--- src/rtl/dance_pkg.sv ---
// Shared types and constants for the LED-chaser front-end control stage.
package dance_pkg;

    localparam int SPEED_W = 3;
    localparam logic [SPEED_W-1:0] SPEED_MAX = 3'd7;

    typedef enum logic [2:0] {
        MODE_IDLE   = 3'b000,
        MODE_R2L    = 3'b001,
        MODE_L2R    = 3'b010,
        MODE_BOUNCE = 3'b100
    } mode_e;

    // Lowest-numbered switch wins when several are on.
    function automatic mode_e decode_mode(input logic [2:0] sw);
        if (sw[0]) begin
            return MODE_R2L;
        end else if (sw[1]) begin
            return MODE_L2R;
        end else if (sw[2]) begin
            return MODE_BOUNCE;
        end else begin
            return MODE_IDLE;
        end
    endfunction

endpackage

--- src/rtl/dance_debounce.sv ---
// Two-flop synchroniser followed by a hold-time debouncer for one raw input.
module dance_debounce #(
    parameter int   DEB_CYCLES = 500000,
    parameter logic RST_VAL    = 1'b0
) (
    input  logic clk_i,
    input  logic rst_ni,
    input  logic raw_i,
    output logic level_o
);

    localparam int CW = (DEB_CYCLES > 1) ? $clog2(DEB_CYCLES) : 1;
    localparam logic [CW-1:0] CNT_LAST = CW'(DEB_CYCLES - 1);

    logic          sync1_q;
    logic          sync2_q;
    logic          level_q;
    logic [CW-1:0] cnt_q;

    // A new level is taken only after DEB_CYCLES consecutive disagreeing samples.
    always_ff @(posedge clk_i or negedge rst_ni) begin
        if (!rst_ni) begin
            sync1_q <= RST_VAL;
            sync2_q <= RST_VAL;
            level_q <= RST_VAL;
            cnt_q   <= '0;
        end else begin
            sync1_q <= raw_i;
            sync2_q <= sync1_q;
            if (sync2_q == level_q) begin
                cnt_q <= '0;
            end else if (cnt_q == CNT_LAST) begin
                level_q <= sync2_q;
                cnt_q   <= '0;
            end else begin
                cnt_q <= cnt_q + CW'(1);
            end
        end
    end

    assign level_o = level_q;

endmodule

--- src/rtl/dance_ctrl.sv ---
// LED-chaser front end: debounced mode/speed inputs, step strobe generator
// and mode-change pulse for the downstream chaser.
module dance_ctrl
    import dance_pkg::*;
#(
    parameter int DEB_CYCLES = 500000,
    parameter int BASE_DIV   = 131072,
    parameter int CNT_W      = 24
) (
    input  logic               Clock,
    input  logic               Resetn,
    input  logic [2:0]         SW,
    input  logic               KEY_up,
    input  logic               KEY_down,
    output logic [2:0]         mode,
    output logic               step,
    output logic               mode_change,
    output logic [SPEED_W-1:0] speed
);

    function automatic logic [SPEED_W-1:0] speed_sat(input logic [SPEED_W-1:0] spd,
                                                     input logic up, input logic dn);
        logic [SPEED_W-1:0] res;
        res = spd;
        if (up && !dn && (spd != SPEED_MAX)) begin
            res = spd + SPEED_W'(1);
        end else if (dn && !up && (spd != '0)) begin
            res = spd - SPEED_W'(1);
        end
        return res;
    endfunction

    function automatic logic [CNT_W-1:0] step_last(input logic [SPEED_W-1:0] spd);
        logic [31:0] period;
        period = 32'(BASE_DIV) << (SPEED_MAX - spd);
        return CNT_W'(period - 32'd1);
    endfunction

    logic [2:0] sw_acc;
    logic       key_up_acc;
    logic       key_dn_acc;

    for (genvar i = 0; i < 3; i++) begin : g_sw
        dance_debounce #(
            .DEB_CYCLES(DEB_CYCLES),
            .RST_VAL   (1'b0)
        ) u_deb (
            .clk_i  (Clock),
            .rst_ni (Resetn),
            .raw_i  (SW[i]),
            .level_o(sw_acc[i])
        );
    end

    dance_debounce #(
        .DEB_CYCLES(DEB_CYCLES),
        .RST_VAL   (1'b1)
    ) u_deb_up (
        .clk_i  (Clock),
        .rst_ni (Resetn),
        .raw_i  (KEY_up),
        .level_o(key_up_acc)
    );

    dance_debounce #(
        .DEB_CYCLES(DEB_CYCLES),
        .RST_VAL   (1'b1)
    ) u_deb_dn (
        .clk_i  (Clock),
        .rst_ni (Resetn),
        .raw_i  (KEY_down),
        .level_o(key_dn_acc)
    );

    mode_e              mode_q, mode_d;
    logic               mode_change_q;
    logic               step_q, step_d;
    logic [SPEED_W-1:0] speed_q, speed_d;
    logic               key_up_prev_q, key_dn_prev_q;
    logic [CNT_W-1:0]   cnt_q, cnt_d;
    logic               up_press, dn_press, restart;

    // Any mode or speed change restarts the period so the first step is a full period away.
    always_comb begin
        mode_d   = decode_mode(sw_acc);
        up_press = key_up_prev_q & ~key_up_acc;
        dn_press = key_dn_prev_q & ~key_dn_acc;
        speed_d  = speed_sat(speed_q, up_press, dn_press);
        restart  = (mode_d != mode_q) || (speed_d != speed_q);
        cnt_d    = '0;
        step_d   = 1'b0;
        if ((mode_d != MODE_IDLE) && !restart) begin
            if (cnt_q >= step_last(speed_d)) begin
                step_d = 1'b1;
            end else begin
                cnt_d = cnt_q + CNT_W'(1);
            end
        end
    end

    always_ff @(posedge Clock or negedge Resetn) begin
        if (!Resetn) begin
            mode_q        <= MODE_IDLE;
            mode_change_q <= 1'b0;
            step_q        <= 1'b0;
            speed_q       <= '0;
            key_up_prev_q <= 1'b1;
            key_dn_prev_q <= 1'b1;
            cnt_q         <= '0;
        end else begin
            mode_q        <= mode_d;
            mode_change_q <= (mode_d != mode_q);
            step_q        <= step_d;
            speed_q       <= speed_d;
            key_up_prev_q <= key_up_acc;
            key_dn_prev_q <= key_dn_acc;
            cnt_q         <= cnt_d;
        end
    end

    assign mode        = mode_q;
    assign step        = step_q;
    assign mode_change = mode_change_q;
    assign speed       = speed_q;

endmodule
--- config.mk ---
export PLATFORM = sky130hd
export DESIGN_NAME = dance_ctrl
export DESIGN_NICKNAME = d
export VERILOG_FILES = /design/src/rtl/dance_pkg.sv /design/src/rtl/dance_debounce.sv /design/src/rtl/dance_ctrl.sv
export SDC_FILE = /design/constraint.sdc
export NUM_CORES = 1
export LEC_CHECK = 0
export BUFFER_PORTS_ARGS = -buffer_cell sky130_fd_sc_hd__buf_2
export CORE_ASPECT_RATIO = 1.2
export CORE_MARGIN = 4
export CORE_UTILIZATION = 60
export CTS_CLUSTER_DIAMETER = 60
export DETAILED_ROUTE_END_ITERATION = 16
export GPL_TIMING_DRIVEN = 0
export PLACE_DENSITY = 0.8
export SETUP_SLACK_MARGIN = 0.5
export SYNTH_ARGS = -nofsm -noshare
export SYNTH_HDL_FRONTEND = slang
export SYNTH_SLANG_ARGS = --single-unit
--- constraint.sdc ---
create_clock -name Clock -period 9.45 [get_ports Clock]
set_input_delay 0.4725 -clock Clock [delete_from_list [all_inputs] [get_ports Clock]]
set_output_delay 0.4725 -clock Clock [all_outputs]
set_load 0.02 [all_outputs]
==> impl_metrics.yaml, run 1 <==
sta:
  grt_setup_unrepaired: "no"
  max_freq_mhz: 213
  fin_hold_ws_ps: 54.0
  finClkSkew_ps: 5.75
  tightest_slew_ps: 918
  period_share: 0.498
  setup_violations: 0
  final_max_slew_viol_count: 0
  setup-tns-final_ps: 0
  fin_ws_ps: 4750
  hold_viol_final: 0
  slew_headroom: 0.383
  min_period_ps: 4700
power:
  swShare: 0.228
  internal-power_mw: 1.01
  leakage_nw: 3.45
  irDropWorstVdd_mv: 0.106
  switchingPower_mw: 0.298
  p_per_area_mw_per_mm2: 166
  pwr-share-comb: 0.026
  finalPower_mw: 1.31
  power_frac_seq: 0.484
  clock_power_share: 0.490
floorplan:
  pin_count: 15
  dieArea_mm2: 0.0135
  num_rows: 43
  die_w_um: 107
  initial_core_util: 0.609
  chipHeight_um: 126
  core_mm2: 0.0115
layout:
  diodes: 0
  final_layout_size_suffix_gt1_frac: 0.130
  fin_util: 0.685
  final_nets: 734
  synthToLayoutAreaGrowth_pct: 12.4
placed_design:
  place.detailed.hpwl_um: 8330
  post-place-ws_ps: 4820
  portBuffers: 14
  gp_congestion: 0.808
global_routing:
  first_global_vias: 4942
  grt_max_degree: 75
  grt-ovfl-total: 0
  grt_pass1_wl_um: 22000
  track_usage: 0.201
  antenna_found_initial: 0
detailed_routing:
  totalWireLength_um: 12400
  via_count: 4812
  drt-pass1-iter-count: 4
  vias_per_cell: 5.47
  ant_nets: 0
  drt_iter0_markers: 195
  drt-wirelength-per-cell_um: 14.1
  drcViolationCount: 0
run_status:
  status: "complete, no violations"
setup_path:
  crit_path_start_kind: "flip-flop"
  end_kind: "flip-flop"
  cp.required_ps: 9810
  worstPathArrival_ps: 5060
  crit_fanout: 10
  criticalPathCategory: "flip-flop to flip-flop"
clock_tree:
  cts_buffers: 17
  cts_resized: 0
  clock_latency_ps: 420
  cts_tree: "done"
  clkSlewWorstSetupHoldPaths_ps: 60
  clock_path_buffers: 2
  cts_setup_buffers: 0
  htreeDepth: 4
  clock_tree.root_cell: "clkbuf_16"
  cts_hold_buf: 0
  cts_sinks: 144
yosys:
  ys_types: 48
  ys_ff_latch: 144
  syn_nets: 700
  synth_ff_type: "dfrtp_1"
  ys_seq_area_frac: 0.515
  synth_warnings: 0
  syn_inst: 675
  postSynthAreaPerCell_um2: 10.4
  netlist_area_mm2: 0.00702
  synth_edf_count: 0
  async_flop_share: 1.00
worst_hold_path:
  hp-class: "input pin to async pin"
flow_run:
  cap_violations: 0
==> cell type report <==
type	count	area (um2)
fill	866	3630
sequential	144	3610
multi-input combinational	500	3240
clock buffer	18	439
tap	157	196
clock inverter	14	133
timing repair buffer	15	104
buffer	14	96.3
inverter	17	63.8
==> state kept, by name, summed over array words and instances, names as in the netlist <==
register	cells
cnt_q	24
g_sw.u_deb.cnt_q	57
g_sw.u_deb.level_o	3
g_sw.u_deb.sync1_q	3
g_sw.u_deb.sync2_q	3
key_dn_prev_q	1
key_up_prev_q	1
mode	3
mode_change	1
speed	3
step	1
u_deb_dn.cnt_q	19
u_deb_dn.level_o	1
u_deb_dn.sync1_q	1
u_deb_dn.sync2_q	1
u_deb_up.cnt_q	19
u_deb_up.level_o	1
u_deb_up.sync1_q	1
u_deb_up.sync2_q	1
==> final timing paths <==
| path | startpoint | endpoint | slack (ps) | cells past startpoint |
|---|---|---|---|---|
| worst max-delay path | speed[0] | cnt_q[5] | 4750 | 20 |
| worst max register to register | speed[0] | cnt_q[5] | 4750 | 20 |
| min in group Clock | KEY_down | u_deb_dn.sync1_q | 150 | 1 |
| worst min-delay path | Resetn | speed[0] | 50 | 1 |
| worst min register to register | g_sw[1].u_deb.sync1_q | g_sw[1].u_deb.sync2_q | 350 | 0 |
| max in group asynchronous | Resetn | u_deb_dn.level_o | 8590 | 2 |
==> critical path: stages, from the launching register on <==
cell and delay [ps]:
dfrtp_1 450, inv_1 100, ha_1 210, nor2b_1 140, nor3_1 250, a22oi_1 180, xnor2_1 500, and2_1 260
nand2_1 70, ha_1 220, buf_1 170, nor4b_1 370, a211oi_1 100, ha_1 310, a21o_1 180, a21o_1 170
a221oi_1 390, nand2b_1 120, buf_6 160, buf_12 160, nor2_4 100
==> cell usage after synthesis, types with 2 or more instances <==
| master | number | area, um2 |
|---|---|---|
| a211oi_1 | 2 | 15.0 |
| buf_1 | 4 | 15.0 |
| clkbuf_1 | 4 | 15.0 |
| buf_2 | 3 | 15.0 |
| xnor2_1 | 45 | 394 |
| and4b_1 | 2 | 20.0 |
| and3_1 | 10 | 62.6 |
| nand3_1 | 47 | 235 |
| nor4bb_1 | 2 | 20.0 |
| and4_1 | 13 | 114 |
| mux2_2 | 5 | 56.3 |
| and2_1 | 7 | 43.8 |
| or3_1 | 2 | 12.5 |
| o31ai_1 | 3 | 22.5 |
| a21o_1 | 3 | 22.5 |
| nand4_1 | 20 | 125 |
| nor2_2 | 2 | 12.5 |
| ha_1 | 18 | 225 |
| nor2_1 | 126 | 473 |
| dfrtp_1 | 136 | 3400 |
| buf_12 | 2 | 40.0 |
| nor4_1 | 11 | 68.8 |
| xor2_1 | 71 | 622 |
| a21oi_1 | 3 | 15.0 |
| nor3b_1 | 3 | 22.5 |
| inv_1 | 17 | 63.8 |
| nor3_1 | 11 | 55.1 |
| nor2b_1 | 3 | 18.8 |
| or2_2 | 5 | 31.3 |
| nor4b_1 | 5 | 43.8 |
| dfstp_2 | 8 | 210 |
| nor2_4 | 18 | 203 |
| nand2_1 | 49 | 184 |
==> placed cells by master, fill, tap and decap left out, types with 3 or more instances in the layout <==
cell type	synthesis	routed
nand2_1	49	49
clkbuf_16	0	17
nand4_1	20	20
buf_2	3	16
nor4_1	11	11
nor2b_1	3	3
xor2_1	71	71
nor2_1	126	126
and4_1	13	13
dfrtp_1	136	136
nor3_1	11	11
clkinv_2	0	3
nand3_1	47	47
inv_6	0	4
a21o_1	3	3
mux2_2	5	5
buf_1	4	4
o31ai_1	3	3
and3_1	10	10
a21oi_1	3	3
clkbuf_1	4	4
clkinv_4	0	3
ha_1	18	18
and2_1	7	7
nor2_4	18	18
or2_2	5	5
xnor2_1	45	45
nor3b_1	3	3
dfstp_2	8	8
inv_1	17	17
nor4b_1	5	5
==> kinds of logic after synthesis <==
group	Yosys count	share of synthesized area
AO/OA/AOI/OAI	15	0.0152
XOR/XNOR	116	0.145
adder cells (fa/ha/maj)	18	0.0321
buffers and inverters	31	0.0228
flip-flops	144	0.515
multiplexers	6	0.00945
AND/OR/NAND/NOR	345	0.261
==> per-layer routing <==
metal	GRT usage	up-vias	share of wire
met5	0	-	0
li1	-	2340	-
met1	0.243	2385	0.43
met4	0.0813	0	0.021
met3	0.0494	23	0.028
met2	0.347	64	0.52
==> power groups by stage <==
stage	Clock (mW)	Combinational, mW	Sequential, mW
finish	0.640	0.0339	0.632
global route	0.681	0.0400	0.632
CTS	0.653	0.0354	0.632
detailed placement	0	0.0346	0.642
global placement	0	0.0315	0.642
floorplan	0	0.0155	0.641
==> metrics by stage <==
step,area (um2),std cells
after floorplan,7020,675
after global placement,7280,846
after detailed placement,7320,847
after CTS,7890,879
after global routing,7890,879
final,7890,879
Power figures use the tool's default switching activity.
==> inputs of run 2 (changes only) <==
- CORE_UTILIZATION: 60 -> 57
- PLACE_DENSITY: 0.8 -> 0.79
- clock period: 9.45 -> 4.2 ns (I/O delays scaled with it)
==> impl_metrics.yaml, run 2 (synthesized netlist as in run 1, its figures left out) <==
floorplan:
  initial_core_util: 0.582
  num_rows: 44
  dieArea_mm2: 0.0142
  core_mm2: 0.0121
  chipHeight_um: 130
  pin_count: 15
  die_w_um: 109
sta:
  setup-tns-final_ps: 0
  final_max_slew_viol_count: 0
  min_period_ps: 3740
  tightest_slew_ps: 699
  hold_viol_final: 0
  grt_setup_unrepaired: "yes"
  setup_violations: 0
  fin_hold_ws_ps: 349
  period_share: 0.890
  finClkSkew_ps: 8.44
  slew_headroom: 0.530
  max_freq_mhz: 268
detailed_routing:
  ant_nets: 0
  totalWireLength_um: 13500
  drt-pass1-iter-count: 4
  drt-wirelength-per-cell_um: 14.8
  drcViolationCount: 0
  vias_per_cell: 5.41
  drt_iter0_markers: 165
  via_count: 4924
setup_path:
  crit_fanout: 7
  slowest_delay_ps: 410
  worstPathArrival_ps: 4090
  slowest_stage: "dfrtp_2"
  cp_num_buf_inv: 4
  criticalPathCategory: "flip-flop to flip-flop"
  reg2regPathDepth: 20
  r2r_start: "speed[0]"
  crit_family: "simple AND/OR/NAND/NOR gates"
  crit_path_start_kind: "flip-flop"
  cpMostUsedCell: "buf_6"
  reg2reg_to: "cnt_q[3]"
  end_kind: "flip-flop"
  crit_start: "speed[0]"
  cp_cell_sequence: "ha_2 > nand2_1 > and3_4 > a22oi_2 > buf_6 > xnor2_4 > and2_4 > nand2_4 > ha_4 > buf_6 > nor4b_4 > a211oi_2 > ha_1 > a21o_1 > a21o_1 > a221oi_4 > nand2b_1 > buf_6 > buf_4 > nor2_4"
  cp.required_ps: 4560
  r2r_slack_ps: 460
power:
  p_per_area_mw_per_mm2: 364
  finalPower_mw: 3.07
  irDropWorstVdd_mv: 0.341
  leakage_nw: 3.68
layout:
  final_nets: 762
  diodes: 0
  multi_input_area_mm2: 0.00345
  n_fill_cell: 848
  synthToLayoutAreaGrowth_pct: 20.2
  top_register: "g_sw.u_deb.cnt_q"
  final_cell_mix: "dfrtp_1, nor2_1, xor2_1"
  final_layout_size_suffix_gt1_frac: 0.191
  fin_util: 0.699
  largest_reg_flops: 57
  layout_commonest_cell: "dfrtp_1"
  reg_top3: "g_sw.u_deb.cnt_q: 57 flops, cnt_q: 24 flops"
  seq_area_mm2: 0.00362
worst_hold_path:
  worst_hold_path.endpoint: "g_sw[0].u_deb.sync2_q"
  hp-class: "flip-flop to flip-flop"
  hold_start: "g_sw[0].u_deb.sync1_q"
  hold_depth: 0
clock_tree:
  cts_tree: "done"
  cts_sinks: 144
  clock_tree.root_cell: "clkbuf_16"
  clock_latency_ps: 420
  htreeDepth: 4
  cts_buffers: 17
  clkSlewWorstSetupHoldPaths_ps: 60
  clock_path_buffers: 2
global_routing:
  grt-ovfl-total: 0
  grt_max_degree: 74
  first_global_vias: 4984
  grt_pass1_wl_um: 22800
  antenna_found_initial: 0
  track_usage: 0.205
run_status:
  status: "complete, no violations"
placed_design:
  place.detailed.hpwl_um: 8390
  portBuffers: 14
  gp_congestion: 0.814
flow_run:
  cap_violations: 0
[run 2: worst register-to-register path: cells and delay by family, from the launching register on]
family                   cells  cell delay, ps
AND/OR/NAND/NOR              7            1000
AO/OA/AOI/OAI                5             910
flip-flops                   1             410
adder cells (fa/ha/maj)      3             670
XOR/XNOR                     1             110
buffers and inverters        4             580
[run 2: cell type report]
class	instances	area share
Clock inverter	8	0.0150
Buffer	14	0.0123
Timing Repair Buffer	43	0.0436
Sequential cell	144	0.429
Multi-Input combinational cell	500	0.409
Tap cell	161	0.0239
Clock buffer	23	0.0591
Inverter	17	0.00757
[run 2: timing repair]
| action | 4_1_cts | 5_1_grt |
|---|---|---|
| pin swaps | 7 | 34 |
| gates resized for setup | 9 | 18 |
| endpoints found under the hold margin | 76 | 0 |
| cloned | 0 | 2 |
| hold buffers | 6 | 0 |
| setup endpoints to repair | 25 | 24 |
| buffers inserted | 8 | 12 |
[run 2: worst max-delay path by stage]
stage | endpoint | slack (ps) | depth (start not counted)
finish | cnt_q[3] | 460 | 20
global route | cnt_q[3] | 290 | 20
global placement | cnt_q[9] | 280 | 19
detailed placement | cnt_q[12] | 130 | 19
CTS | cnt_q[12] | 500 | 20
floorplan | cnt_q[10] | 500 | 20
[run 2: routing by layer]
layer,wire [um],GRT usage,up-vias,part of all wire
met3,401,0.0588,16,0.030
met2,7280,0.352,73,0.54
li1,-,-,2390,-
met5,0,0,-,0
met4,208,0.0719,0,0.015
met1,5570,0.248,2445,0.41
[run 2: report_power, final]
| group | internal [mW] | total (mW) | switching [mW] |
|---|---|---|---|
| Clock | 1.01 | 1.57 | 0.555 |
| Combinational | 0.0253 | 0.0800 | 0.0547 |
| Sequential | 1.41 | 1.42 | 0.0145 |
[run 2: stage by stage]
| step | cells | cell area [um2] | worst slack, ps |
|---|---|---|---|
| floorplan | 675 | 7090 | 501 |
| global placement | 850 | 7360 | 282 |
| detailed placement | 851 | 7390 | 133 |
| CTS | 896 | 8200 | 503 |
| global route | 910 | 8430 | 293 |
| finish | 910 | 8430 | 462 |
==> inputs of run 3 (changes only) <==
- CORE_UTILIZATION: 57 -> 59
- CTS_BUF_LIST: not set -> sky130_fd_sc_hd__clkbuf_4 sky130_fd_sc_hd__clkbuf_8
- PLACE_DENSITY: 0.79 -> 0.82
==> impl_metrics.yaml, run 3 (synthesized netlist as in run 1, its figures left out) <==
power:
  irDropWorstVdd_mv: 0.251
  p_per_area_mw_per_mm2: 308
  leakage_nw: 3.49
layout:
  layout_commonest_cell: "dfrtp_1"
  final_cell_mix: "dfrtp_1, nor2_1, xor2_1"
  synthToLayoutAreaGrowth_pct: 14.4
  multi_input_area_mm2: 0.00341
  diodes: 0
  top_register: "g_sw.u_deb.cnt_q"
  seq_area_mm2: 0.00362
  reg_top3: "g_sw.u_deb.cnt_q: 57 flops, cnt_q: 24 flops"
  final_nets: 755
  largest_reg_flops: 57
  final_layout_size_suffix_gt1_frac: 0.182
  n_fill_cell: 853
global_routing:
  track_usage: 0.200
  grt_max_degree: 108
  grt_pass1_wl_um: 21900
  grt-ovfl-total: 0
  antenna_found_initial: 0
  first_global_vias: 4923
sta:
  max_freq_mhz: 261
  tightest_slew_ps: 643
  grt_setup_unrepaired: "yes"
  period_share: 0.914
  slew_headroom: 0.568
  hold_viol_final: 0
  setup-tns-final_ps: 0
  final_max_slew_viol_count: 0
  min_period_ps: 3840
  setup_violations: 0
  fin_ws_ps: 361
  finClkSkew_ps: 12.6
setup_path:
  cp-endpoint: "cnt_q[16]"
  r2r_start: "speed[1]"
  crit_fanout: 10
  reg2reg_to: "cnt_q[16]"
  end_kind: "flip-flop"
  worstPathArrival_ps: 4220
  r2r_slack_ps: 360
  crit_path_start_kind: "flip-flop"
  crit_start: "speed[1]"
  cp.required_ps: 4590
  reg2regPathDepth: 19
  criticalPathCategory: "flip-flop to flip-flop"
detailed_routing:
  drt-wirelength-per-cell_um: 14.3
  drcViolationCount: 0
  vias_per_cell: 5.41
  drt_iter0_markers: 221
  ant_nets: 0
  via_count: 4871
  totalWireLength_um: 12800
  drt-pass1-iter-count: 6
placed_design:
  post-place-ws_ps: 140
  place.detailed.hpwl_um: 8540
  gp_congestion: 0.804
  portBuffers: 14
flow_run:
  cap_violations: 0
clock_tree:
  clock_latency_ps: 460
  cts_tree: "done"
  htreeDepth: 4
  clock_path_buffers: 2
  cts_sinks: 144
  clock_tree.root_cell: "clkbuf_8"
  clkSlewWorstSetupHoldPaths_ps: 80
  cts_buffers: 17
floorplan:
  chipHeight_um: 127
  core_mm2: 0.0116
  dieArea_mm2: 0.0137
  pin_count: 15
  initial_core_util: 0.604
  num_rows: 43
  die_w_um: 108
worst_hold_path:
  hp-class: "input pin to async pin"
run_status:
  status: "complete, no violations"
## run 3: changes by cell type in the layout (fill, tap and decap cells not counted), moves of 2 or more
| cell | previous run | this run |
|---|---|---|
| buf_4 | 19 | 14 |
| bufinv_16 | 3 | 0 |
| clkbuf_16 | 19 | 1 |
| clkbuf_4 | 0 | 2 |
| clkbuf_8 | 5 | 18 |
| clkinv_2 | 2 | 4 |
| clkinvlp_4 | 0 | 4 |
| inv_6 | 1 | 3 |
| nand2_2 | 0 | 2 |
| nand2_4 | 2 | 0 |
| nor2_1 | 123 | 126 |
| nor2_4 | 21 | 18 |
## run 3: worst min-delay path by stage
stage / from / to / slack [ps] / cells past startpoint
after floorplan: Resetn / cnt_q[0] / -90 / 0
after global placement: KEY_up / u_deb_up.sync1_q / 310 / 1
final: Resetn / u_deb_dn.cnt_q[4] / 230 / 2
after global routing: Resetn / u_deb_dn.cnt_q[4] / 250 / 2
after detailed placement: Resetn / cnt_q[15] / 140 / 1
after CTS: Resetn / u_deb_dn.cnt_q[4] / 220 / 2
## run 3: through the flow
step                       util  hold WS [ps]  instance area [um2]  std cells  total power [mW]
after floorplan               -         -85.6                 7090        675              1.48
after global placement    0.633           315                 7360        846              1.51
after detailed placement  0.636           139                 7390        847              1.52
after CTS                 0.679           218                 7890        893              2.49
after global routing      0.691           248                 8030        900              2.57
final                     0.691           230                 8030        900              2.47
## run 3: final cells by class
class | instances | share of cell area
tap | 157 | 0.0245
buffer | 14 | 0.0129
inverter | 17 | 0.00795
multi-input combinational | 500 | 0.424
clock buffer | 20 | 0.0327
timing repair buffer | 36 | 0.0366
sequential | 144 | 0.451
clock inverter | 12 | 0.0106
## run 3: timing repair
action	in CTS	in global routing
endpoints found under the setup margin	24	24
hold endpoints to repair	42	0
cloned	0	1
gates resized for setup	6	10
setup buffers	8	6
pin swaps	5	5
hold buffers	6	0
## run 3: routing by layer
layer,share of wire,track usage
met3,0.031,0.0520
met5,0,0
met1,0.43,0.242
met2,0.53,0.343
met4,0.017,0.0713
## run 3: power breakdown
group	switching [mW]	total (mW)	internal, mW	leakage [nW]
registers	0.0145	1.42	1.40	1.95
clock network	0.536	0.973	0.437	0.173
logic	0.0540	0.0795	0.0255	1.37
## run 3: worst max-delay path, cell delays in order (launching register included)
cell and delay (ps):
dfrtp_2 440, inv_2 80, ha_2 150, nor2b_4 170
nor3_4 60, a22oi_2 300, xnor2_4 170, and2_4 180
nand2_2 70, ha_4 160, buf_6 130, nor4_2 400
a211oi_2 100, ha_1 320, and4_1 230, a221oi_4 300
nand2b_1 100, buf_6 150, buf_12 160, nor2_4 100
